--- config.mk ---
export PLATFORM = sky130hd
export DESIGN_NAME = i2s_slave_rx
export DESIGN_NICKNAME = d
export VERILOG_FILES = /design/src/rtl/i2s_slave_rx_pkg.sv /design/src/rtl/i2s_sync_edge.sv /design/src/rtl/i2s_slave_rx.sv
export SDC_FILE = /design/constraint.sdc
export NUM_CORES = 1
export LEC_CHECK = 0
export BUFFER_PORTS_ARGS = -buffer_cell sky130_fd_sc_hd__buf_4
export CAP_MARGIN = 20
export CORE_MARGIN = 4
export CORE_UTILIZATION = 45
export CTS_CLUSTER_DIAMETER = 30
export DETAILED_ROUTE_END_ITERATION = 10
export GPL_TIMING_DRIVEN = 0
export PLACE_DENSITY_LB_ADDON = 0.12
export SYNTH_ARGS = -nofsm -noshare
export SYNTH_HDL_FRONTEND = slang
export SYNTH_SLANG_ARGS = --single-unit
--- constraint.sdc ---
create_clock -name clk -period 4.1 [get_ports clk]
set_input_delay 1.025 -clock clk [delete_from_list [all_inputs] [get_ports clk]]
set_output_delay 1.025 -clock clk [all_outputs]
set_load 0.02 [all_outputs]
--- src/rtl/i2s_slave_rx_pkg.sv ---
// Shared I2S receive constants, channel codes and receiver state encoding.
// Latency: n/a (declarations only).
// Backpressure: n/a.
package i2s_slave_rx_pkg;

  localparam int DATA_BITS    = 24;   // data bits per slot, MSB first
  localparam int SLOT_BITS    = 32;   // BCLK cycles per LRCLK half-period
  localparam int LOCK_SLOTS   = 4;    // consecutive good slots before locked
  localparam int TIMEOUT_CLKS = 256;  // clk cycles without BCLK rise before resync

  localparam int CNT_W  = 6;                          // bit counter, saturates at 63
  localparam int GOOD_W = $clog2(LOCK_SLOTS + 1);     // good-slot counter
  localparam int TO_W   = $clog2(TIMEOUT_CLKS + 1);   // timeout counter

  localparam logic I2S_LEFT  = 1'b0;
  localparam logic I2S_RIGHT = 1'b1;

  typedef enum logic {
    UNSYNC  = 1'b0,
    RECEIVE = 1'b1
  } rx_state_t;

endpackage

--- src/rtl/i2s_sync_edge.sv ---
// 2-FF synchronizer for one asynchronous pin, plus an edge register for rise/fall flags.
// Latency: sync is 2 clk behind the pin; rise/fall are combinational from the sync/edge regs.
// Backpressure: none; free-running sampler.
// Ports: clk, rst (async active-high), din (async pin) -> sync (2nd FF), rise, fall (1-clk flags).
module i2s_sync_edge (
  input  logic clk,
  input  logic rst,
  input  logic din,
  output logic sync,
  output logic rise,
  output logic fall
);

  logic ff1;
  logic ff2;
  logic edge_q;

  always_ff @(posedge clk or posedge rst) begin
    if (rst) begin
      ff1    <= 1'b0;
      ff2    <= 1'b0;
      edge_q <= 1'b0;
    end else begin
      ff1    <= din;
      ff2    <= ff1;
      edge_q <= ff2;
    end
  end

  assign sync = ff2;
  assign rise = ff2 & ~edge_q;
  assign fall = ~ff2 & edge_q;

endmodule

--- src/rtl/i2s_slave_rx.sv ---
// I2S target receiver: oversamples BCLK/LRCLK/SDATA on clk, deserializes left/right words.
// Latency: word valid <= 4 clk after the last data-bit BCLK rise at the pin.
// Backpressure: none; valid/frame_err are single-cycle pulses, data held until next word.
// Ports: clk, rst (async active-high), i2s_bclk/i2s_lrclk/i2s_sdata (async pins)
//        -> left_data/left_valid, right_data/right_valid, frame_err, locked.
module i2s_slave_rx
  import i2s_slave_rx_pkg::*;
(
  input  logic                 clk,
  input  logic                 rst,
  input  logic                 i2s_bclk,
  input  logic                 i2s_lrclk,
  input  logic                 i2s_sdata,
  output logic [DATA_BITS-1:0] left_data,
  output logic                 left_valid,
  output logic [DATA_BITS-1:0] right_data,
  output logic                 right_valid,
  output logic                 frame_err,
  output logic                 locked
);

  logic bclk_sync_unused, bclk_fall_unused, rise_evt;
  logic lr_s, lr_rise_unused, lr_fall_unused;
  logic sd_s, sd_rise_unused, sd_fall_unused;

  // Equal sync depth on all pins keeps LRCLK/SDATA aligned with the BCLK rise flag.
  i2s_sync_edge u_bclk (.clk(clk), .rst(rst), .din(i2s_bclk),
                        .sync(bclk_sync_unused), .rise(rise_evt), .fall(bclk_fall_unused));
  i2s_sync_edge u_lr   (.clk(clk), .rst(rst), .din(i2s_lrclk),
                        .sync(lr_s), .rise(lr_rise_unused), .fall(lr_fall_unused));
  i2s_sync_edge u_sd   (.clk(clk), .rst(rst), .din(i2s_sdata),
                        .sync(sd_s), .rise(sd_rise_unused), .fall(sd_fall_unused));

  rx_state_t             state_q, state_d;
  logic [CNT_W-1:0]      bit_cnt;
  logic [CNT_W-1:0]      next_cnt;
  logic [DATA_BITS-1:0]  shift_q;
  logic [GOOD_W-1:0]     good_cnt;
  logic [TO_W-1:0]       to_cnt;
  logic                  prev_lr;
  // prev_lr is meaningless until one BCLK rise has been seen since reset/timeout;
  // without this, the first rise after release could fake a slot start mid-slot.
  logic                  lr_seen;
  logic                  slot_start;
  logic                  timeout;
  logic                  receiving;

  assign receiving  = (state_q == RECEIVE);
  assign slot_start = rise_evt & lr_seen & (lr_s != prev_lr);
  assign timeout    = ~rise_evt & (to_cnt == TO_W'(TIMEOUT_CLKS - 1));
  assign next_cnt   = (bit_cnt == {CNT_W{1'b1}}) ? bit_cnt : bit_cnt + CNT_W'(1);

  always_comb begin
    state_d = state_q;
    if (timeout)
      state_d = UNSYNC;
    else if (slot_start)
      state_d = RECEIVE;
  end

  always_ff @(posedge clk or posedge rst) begin
    if (rst)
      state_q <= UNSYNC;
    else
      state_q <= state_d;
  end

  always_ff @(posedge clk or posedge rst) begin
    if (rst) begin
      bit_cnt     <= '0;
      shift_q     <= '0;
      good_cnt    <= '0;
      to_cnt      <= '0;
      prev_lr     <= 1'b0;
      lr_seen     <= 1'b0;
      left_data   <= '0;
      left_valid  <= 1'b0;
      right_data  <= '0;
      right_valid <= 1'b0;
      frame_err   <= 1'b0;
      locked      <= 1'b0;
    end else begin
      left_valid  <= 1'b0;
      right_valid <= 1'b0;
      frame_err   <= 1'b0;

      // Saturate at TIMEOUT_CLKS so the timeout fires once per BCLK stall.
      if (rise_evt)
        to_cnt <= '0;
      else if (to_cnt != TO_W'(TIMEOUT_CLKS))
        to_cnt <= to_cnt + TO_W'(1);

      if (timeout) begin
        good_cnt <= '0;
        locked   <= 1'b0;
        lr_seen  <= 1'b0;
        bit_cnt  <= '0;
      end

      if (rise_evt) begin
        prev_lr <= lr_s;
        lr_seen <= 1'b1;
        if (slot_start) begin
          // This rise is the delay bit of the new slot: counted as bit 0, not shifted.
          bit_cnt <= '0;
          if (receiving) begin
            if (bit_cnt == CNT_W'(SLOT_BITS - 1)) begin
              if (good_cnt != GOOD_W'(LOCK_SLOTS))
                good_cnt <= good_cnt + GOOD_W'(1);
              if (good_cnt >= GOOD_W'(LOCK_SLOTS - 1))
                locked <= 1'b1;
            end else begin
              frame_err <= 1'b1;
              good_cnt  <= '0;
              locked    <= 1'b0;
            end
          end
        end else if (receiving) begin
          bit_cnt <= next_cnt;
          if (next_cnt <= CNT_W'(DATA_BITS))
            shift_q <= {shift_q[DATA_BITS-2:0], sd_s};
          if (next_cnt == CNT_W'(DATA_BITS)) begin
            if (lr_s == I2S_LEFT) begin
              left_data  <= {shift_q[DATA_BITS-2:0], sd_s};
              left_valid <= 1'b1;
            end else begin
              right_data  <= {shift_q[DATA_BITS-2:0], sd_s};
              right_valid <= 1'b1;
            end
          end
        end
      end
    end
  end

endmodule
Yosys cells after proc, flatten, opt, wreduce, memory -nomap -nowiden
Cells that the tools add are included.
{"block": "op_classes", "addsub": 3, "order_cmp": 2, "eq_ne": 7, "n_mux": 37, "n_bitwise": 8, "reduce_logical": 6}
{"cell": "$mux W6", "count": 5}
{"cell": "$mux W1", "count": 24}
{"cell": "$mux W3", "count": 6}
{"cell": "$mux W9", "count": 2}
{"cell": "$eq A6 B5 Y1 const B", "count": 2}
{"cell": "$reduce_and A5 Y1", "count": 2}
{"cell": "$add A9 B1 Y9 const B", "count": 1}
{"cell": "$eq A9 B8 Y1 const B", "count": 1}
{"cell": "$ne A9 B9 Y1 const B", "count": 1}
{"cell": "$add A6 B1 Y6 const B", "count": 1}
{"cell": "$eq A6 B6 Y1 const B", "count": 1}
{"cell": "$le A6 B5 Y1 const B", "count": 1}
{"cell": "$reduce_bool A2 Y1", "count": 3}
{"cell": "$and A1 B1 Y1", "count": 4}
{"cell": "$not A1 Y1", "count": 4}
{"cell": "$reduce_and A4 Y1", "count": 1}
{"cell": "$add A3 B1 Y3 const B", "count": 1}
{"cell": "$ge A3 B2 Y1 const B", "count": 1}
{"cell": "$ne A3 B3 Y1 const B", "count": 1}
{"cell": "$ne A1 B1 Y1", "count": 1}
{"block": "totals", "ff_bits": 103, "inputBits": 5, "word_cells": 83}

Depth between registers and ports, before layout
{"block": "logic_depth", "depth_word": 10, "ltp_mapped": 9}

Cells and area by module
A second synthesis with hierarchy kept.
{"block": "unflattened", "hier_cells": 312, "area_unflattened_um2": 4493.1}
{"mod": "i2s_slave_rx", "instances": 1, "cells_per_inst": 294, "area_each_um2": 4211.5, "seq_area_each_um2": 2402.3}
{"mod": "i2s_sync_edge", "instances": 3, "cells_per_inst": 6, "area_each_um2": 93.8, "seq_area_each_um2": 75.1}

Worst setup path after synthesis
OpenSTA, ideal clock, no wires.
{"block": "synth_path", "path_type": "reg2reg", "startpoint": "register bit_cnt[0]", "endpoint": "register right_data[0]", "arrival_time_ns": 2.317, "required_ns": 3.975, "slack_ns": 1.658, "stages_incl_launch_ff": 9, "synth_period_minus_slack_ns": 2.442, "path_cell_list": "dfrtp_1 > ha_1 > buf_2 > nor4_4 > o21ai_2 > or4b_1 > buf_6 > buf_12 > mux2_4"}
{"block": "synth_via", "elab_chain_cells": 4, "word_cells_on_any_way": 5, "cone_classes": "1 x add/sub; 2 x eq/ne; 1 x mux; 1 x reduce/logical"}
{"element": "start, declared", "line_no": "i2s_slave_rx.sv:35", "text": "logic [CNT_W-1:0] bit_cnt;"}
{"element": "start signal, assigned", "line_no": "i2s_slave_rx.sv:119", "text": "bit_cnt <= next_cnt;"}
{"element": "$add A6 B1 Y6 / $eq A6 B6 Y1 (equally long branches)", "line_no": "i2s_slave_rx.sv:51", "text": "assign next_cnt = (bit_cnt == {CNT_W{1'b1}}) ? bit_cnt : bit_cnt + CNT_W'(1);"}
{"element": "$mux W6 *", "line_no": "i2s_slave_rx.sv:51"}
{"element": "$eq A6 B5 Y1 *", "line_no": "i2s_slave_rx.sv:122", "text": "if (next_cnt == CNT_W'(DATA_BITS)) begin"}
{"element": "$reduce_and A5 Y1 (no line) *"}
{"element": "end signal, assigned", "line_no": "i2s_slave_rx.sv:127", "text": "right_data <= {shift_q[DATA_BITS-2:0], sd_s};"}
{"element": "end, declared", "line_no": "i2s_slave_rx.sv:16", "text": "output logic [DATA_BITS-1:0] right_data,"}
Every way passes the cells marked *; elsewhere a longest branch is shown, timed or not.
A chain may end at the register's enable or synchronous reset.

Worst setup path in the final report
{"block": "layout_path", "startpoint": "register bit_cnt[0]", "endpoint": "register left_data[21]"}
{"block": "layout_via", "elab_chain_cells": 4, "word_cells_on_any_way": 5, "cone_classes": "1 x add/sub; 2 x eq/ne; 1 x mux; 1 x reduce/logical"}
{"element": "$add A6 B1 Y6 / $eq A6 B6 Y1 (equally long branches)", "line_no": "i2s_slave_rx.sv:51"}
{"element": "$mux W6 *", "line_no": "i2s_slave_rx.sv:51"}
{"element": "$eq A6 B5 Y1 *", "line_no": "i2s_slave_rx.sv:122"}
{"element": "$reduce_and A5 Y1 (no line) *"}
{"element": "end signal, assigned", "line_no": "i2s_slave_rx.sv:124", "text": "left_data <= {shift_q[DATA_BITS-2:0], sd_s};"}
{"element": "end, declared", "line_no": "i2s_slave_rx.sv:14", "text": "output logic [DATA_BITS-1:0] left_data,"}
Marked as above.

==> results.json <==
{
  "r2r_cells": 7,
  "root_buffer": "clkbuf_8",
  "p_seq_frac": 0.578,
  "vias_per_cell": 5.08,
  "clock_path_buffers": 2,
  "peakVddDrop_v": 0.000176,
  "fmax_ghz": 0.357,
  "die_h_um": 107,
  "cts_tree": "yes",
  "gp_congestion": 0.838,
  "ys_seq_elements": 103,
  "synth_commonest_cells": "dfrtp_1 (103), mux2_2 (51), mux2_4 (20)",
  "synth_area_sq_mm": 0.00439,
  "synth.most_common_cell": "dfrtp_1",
  "cp.required_ns": 4.35,
  "grt_start_max_net_pins": 66,
  "gr-total-overflow": 0,
  "drtIter0Drc": 71,
  "pin_count": 57,
  "cp-end-kind": "flop",
  "hpwl_mm": 5.46,
  "rsz0062_at_grt": "false",
  "hp-class": "flop to flop",
  "cts_hold_buf": 0,
  "place_ws_ns": 1.29,
  "finalSetupViolCount": 0,
  "avgRoutedWirePerCell_um": 15.1,
  "grt_use_total": 0.153,
  "postRouteAntennaNets": 0,
  "yosysTopAreaCell": "dfrtp_1",
  "p_int_mw": 1.45,
  "skew_ns": 0.0162,
  "critPathMaxFanout": 10,
  "slew-limit-headroom": 0.527,
  "pwr-share-clk": 0.310,
  "switching_share": 0.281,
  "synth_top_area_share": 0.587,
  "die_area_sq_mm": 0.0114,
  "maxCapViolCount": 0,
  "place_area_sq_mm": 0.00500,
  "crit_path_cell_trace": "ha_1, buf_2, nor4_4, o21ai_2, nor4_2, buf_4, mux2_2",
  "wl_mm": 7.80,
  "slew_violations": 0,
  "cp.arrival_ns": 3.05,
  "final.min_clock_period_ns": 2.80,
  "cp_top_family": "simple AND/OR/NAND/NOR gates",
  "hold_viol": 0,
  "post_cts_buffers": 0,
  "core_sq_mm": 0.00937,
  "fin_nets": 396,
  "crit_buf_inv": 2,
  "path_class": "flop to flop",
  "finalCritPeriodShare": 0.683,
  "synth_nets": 328,
  "drc": 0,
  "antenna_found_initial": 0,
  "synth_area_leaders": "dfrtp_1 (59%), mux2_2 (13%), mux2_4 (6.8%)",
  "synth_cells": 316,
  "synth-edff-count": 0,
  "grt_pass1_vias": 2770,
  "worstMarginPinSlew_ns": 0.704,
  "synth.avg_cell_area_sq_um": 13.9,
  "rows": 35,
  "synth_cell_types": 46,
  "place_inst": 502,
  "n_antenna_cell": 0,
  "clk_pin_slew_worst_paths_ns": 0.10,
  "fill_cells": 814,
  "die_x_um": 107,
  "finish.instance_area_sq_mm": 0.00520,
  "drt-pass1-iter-count": 4,
  "stdcell_count": 518,
  "hold_depth": 0,
  "cp_slowest_cell": "nor4_2",
  "vias": 2630,
  "crit_path_max_incr_delay_ns": 0.65,
  "ys.flop_type": "dfrtp_1",
  "layout_setup_ws_ns": 1.30,
  "yosys_warnings": 0,
  "async_flop_share": 1.00,
  "p_comb_frac": 0.112,
  "start_util": 0.468,
  "cp.depth": 7,
  "area_growth_pct": 18.4,
  "grt_pass1_wl_mm": 13.9,
  "setup_tns_ns": 0,
  "clock_sinks": 103,
  "htree_levels": 3,
  "port_buffers": 56,
  "status": "completed",
  "p_leak_nw": 2.66,
  "synth_seq_area_share": 0.587,
  "insertion_delay_ns": 0.36,
  "final_core_util": 0.554,
  "cts_resized": 0,
  "cts_made_buffers": 9,
  "drive_gt1_frac": 0.427,
  "setup.worst_path.start_class": "flop",
  "switchingPower_uw": 568,
  "p_per_area_mw_per_mm2": 388
}
-- routing by layer --
metal  global-route usage  wire [um]  vias to the layer above
met2                0.231       3640                       53
met1                0.215       3810                     1318
li1                     -          -                     1254
met4               0.0457         73                        0
met3               0.0421        285                        5
met5                    0          0                        -
-- per-stage QoR --
| step | hold slack (ns) | total power [mW] |
|---|---|---|
| after floorplan | 0.331 | 1.35 |
| after global placement | 0.332 | 1.40 |
| after detailed placement | 0.335 | 1.42 |
| after CTS | 0.357 | 2.05 |
| after global routing | 0.369 | 2.15 |
| final | 0.356 | 2.02 |
-- cells by family after synthesis --
kind of cell    share of synthesized area
compound gates                     0.0579
xor+xnor                           0.0177
simple gates                       0.0784
buf+inv                            0.0373
flops                               0.587
fa+ha+maj                          0.0200
mux                                 0.202
-- cell type report --
| type | count | area [sq um] | area share |
|---|---|---|---|
| Multi-Input combinational cell | 190 | 1650 | 0.317 |
| Sequential cell | 103 | 2580 | 0.496 |
| Clock inverter | 6 | 57.6 | 0.0111 |
| Buffer | 13 | 126 | 0.0243 |
| Inverter | 10 | 40.0 | 0.00771 |
| Tap cell | 129 | 161 | 0.0311 |
| Timing Repair Buffer | 57 | 448 | 0.0862 |
| Clock buffer | 10 | 138 | 0.0265 |
-- state kept, by name, indices dropped and copies added (netlist names) --
name	cells
shift_q	23
lr_seen	1
receiving	1
u_sd.sync	1
prev_lr	1
left_data	24
right_valid	1
locked	1
right_data	24
u_sd.ff1	1
u_bclk.sync	1
frame_err	1
good_cnt	3
u_lr.sync	1
u_bclk.ff1	1
to_cnt	9
bit_cnt	6
u_bclk.edge_q	1
u_lr.ff1	1
left_valid	1
-- worst register-to-register path, cell delays in order, from the launching register on --
cell     delay [ns]
dfrtp_1        0.47
ha_1           0.22
buf_2          0.19
nor4_4         0.34
o21ai_2        0.14
nor4_2         0.65
buf_4          0.33
mux2_2         0.36
-- layout by cell type, fill, tap and decap left out, types with 4 or more instances in the layout --
cell type / count
o21ai_0: 8
a31oi_1: 5
xnor2_1: 4
dfrtp_1: 103
ha_1: 7
clkbuf_8: 10
buf_4: 59
buf_6: 4
nand3_1: 5
mux2_2: 51
a21oi_1: 15
mux2_4: 20
nor2_1: 15
nand2_1: 17
inv_1: 9
-- power groups by stage --
stage	sequential [mW]	clock [mW]	combinational (mW)
final	1.17	0.625	0.227
after global routing	1.18	0.700	0.267
after CTS	1.17	0.644	0.233
after detailed placement	1.19	0	0.232
after global placement	1.18	0	0.218
after floorplan	1.16	0	0.184
-- worst paths after layout --
path / from / end / slack, ns
max reg2reg: bit_cnt[0] / left_data[21] / 1.30
max: bit_cnt[0] / left_data[21] / 1.30
min reg2reg: u_lr.ff1 / u_lr.sync / 0.36
min in group asynchronous: rst / right_data[1] / 0.70
max in group asynchronous: rst / shift_q[12] / 2.72
min: u_lr.ff1 / u_lr.sync / 0.36
Note: power is estimated with default switching activity, not from simulation.
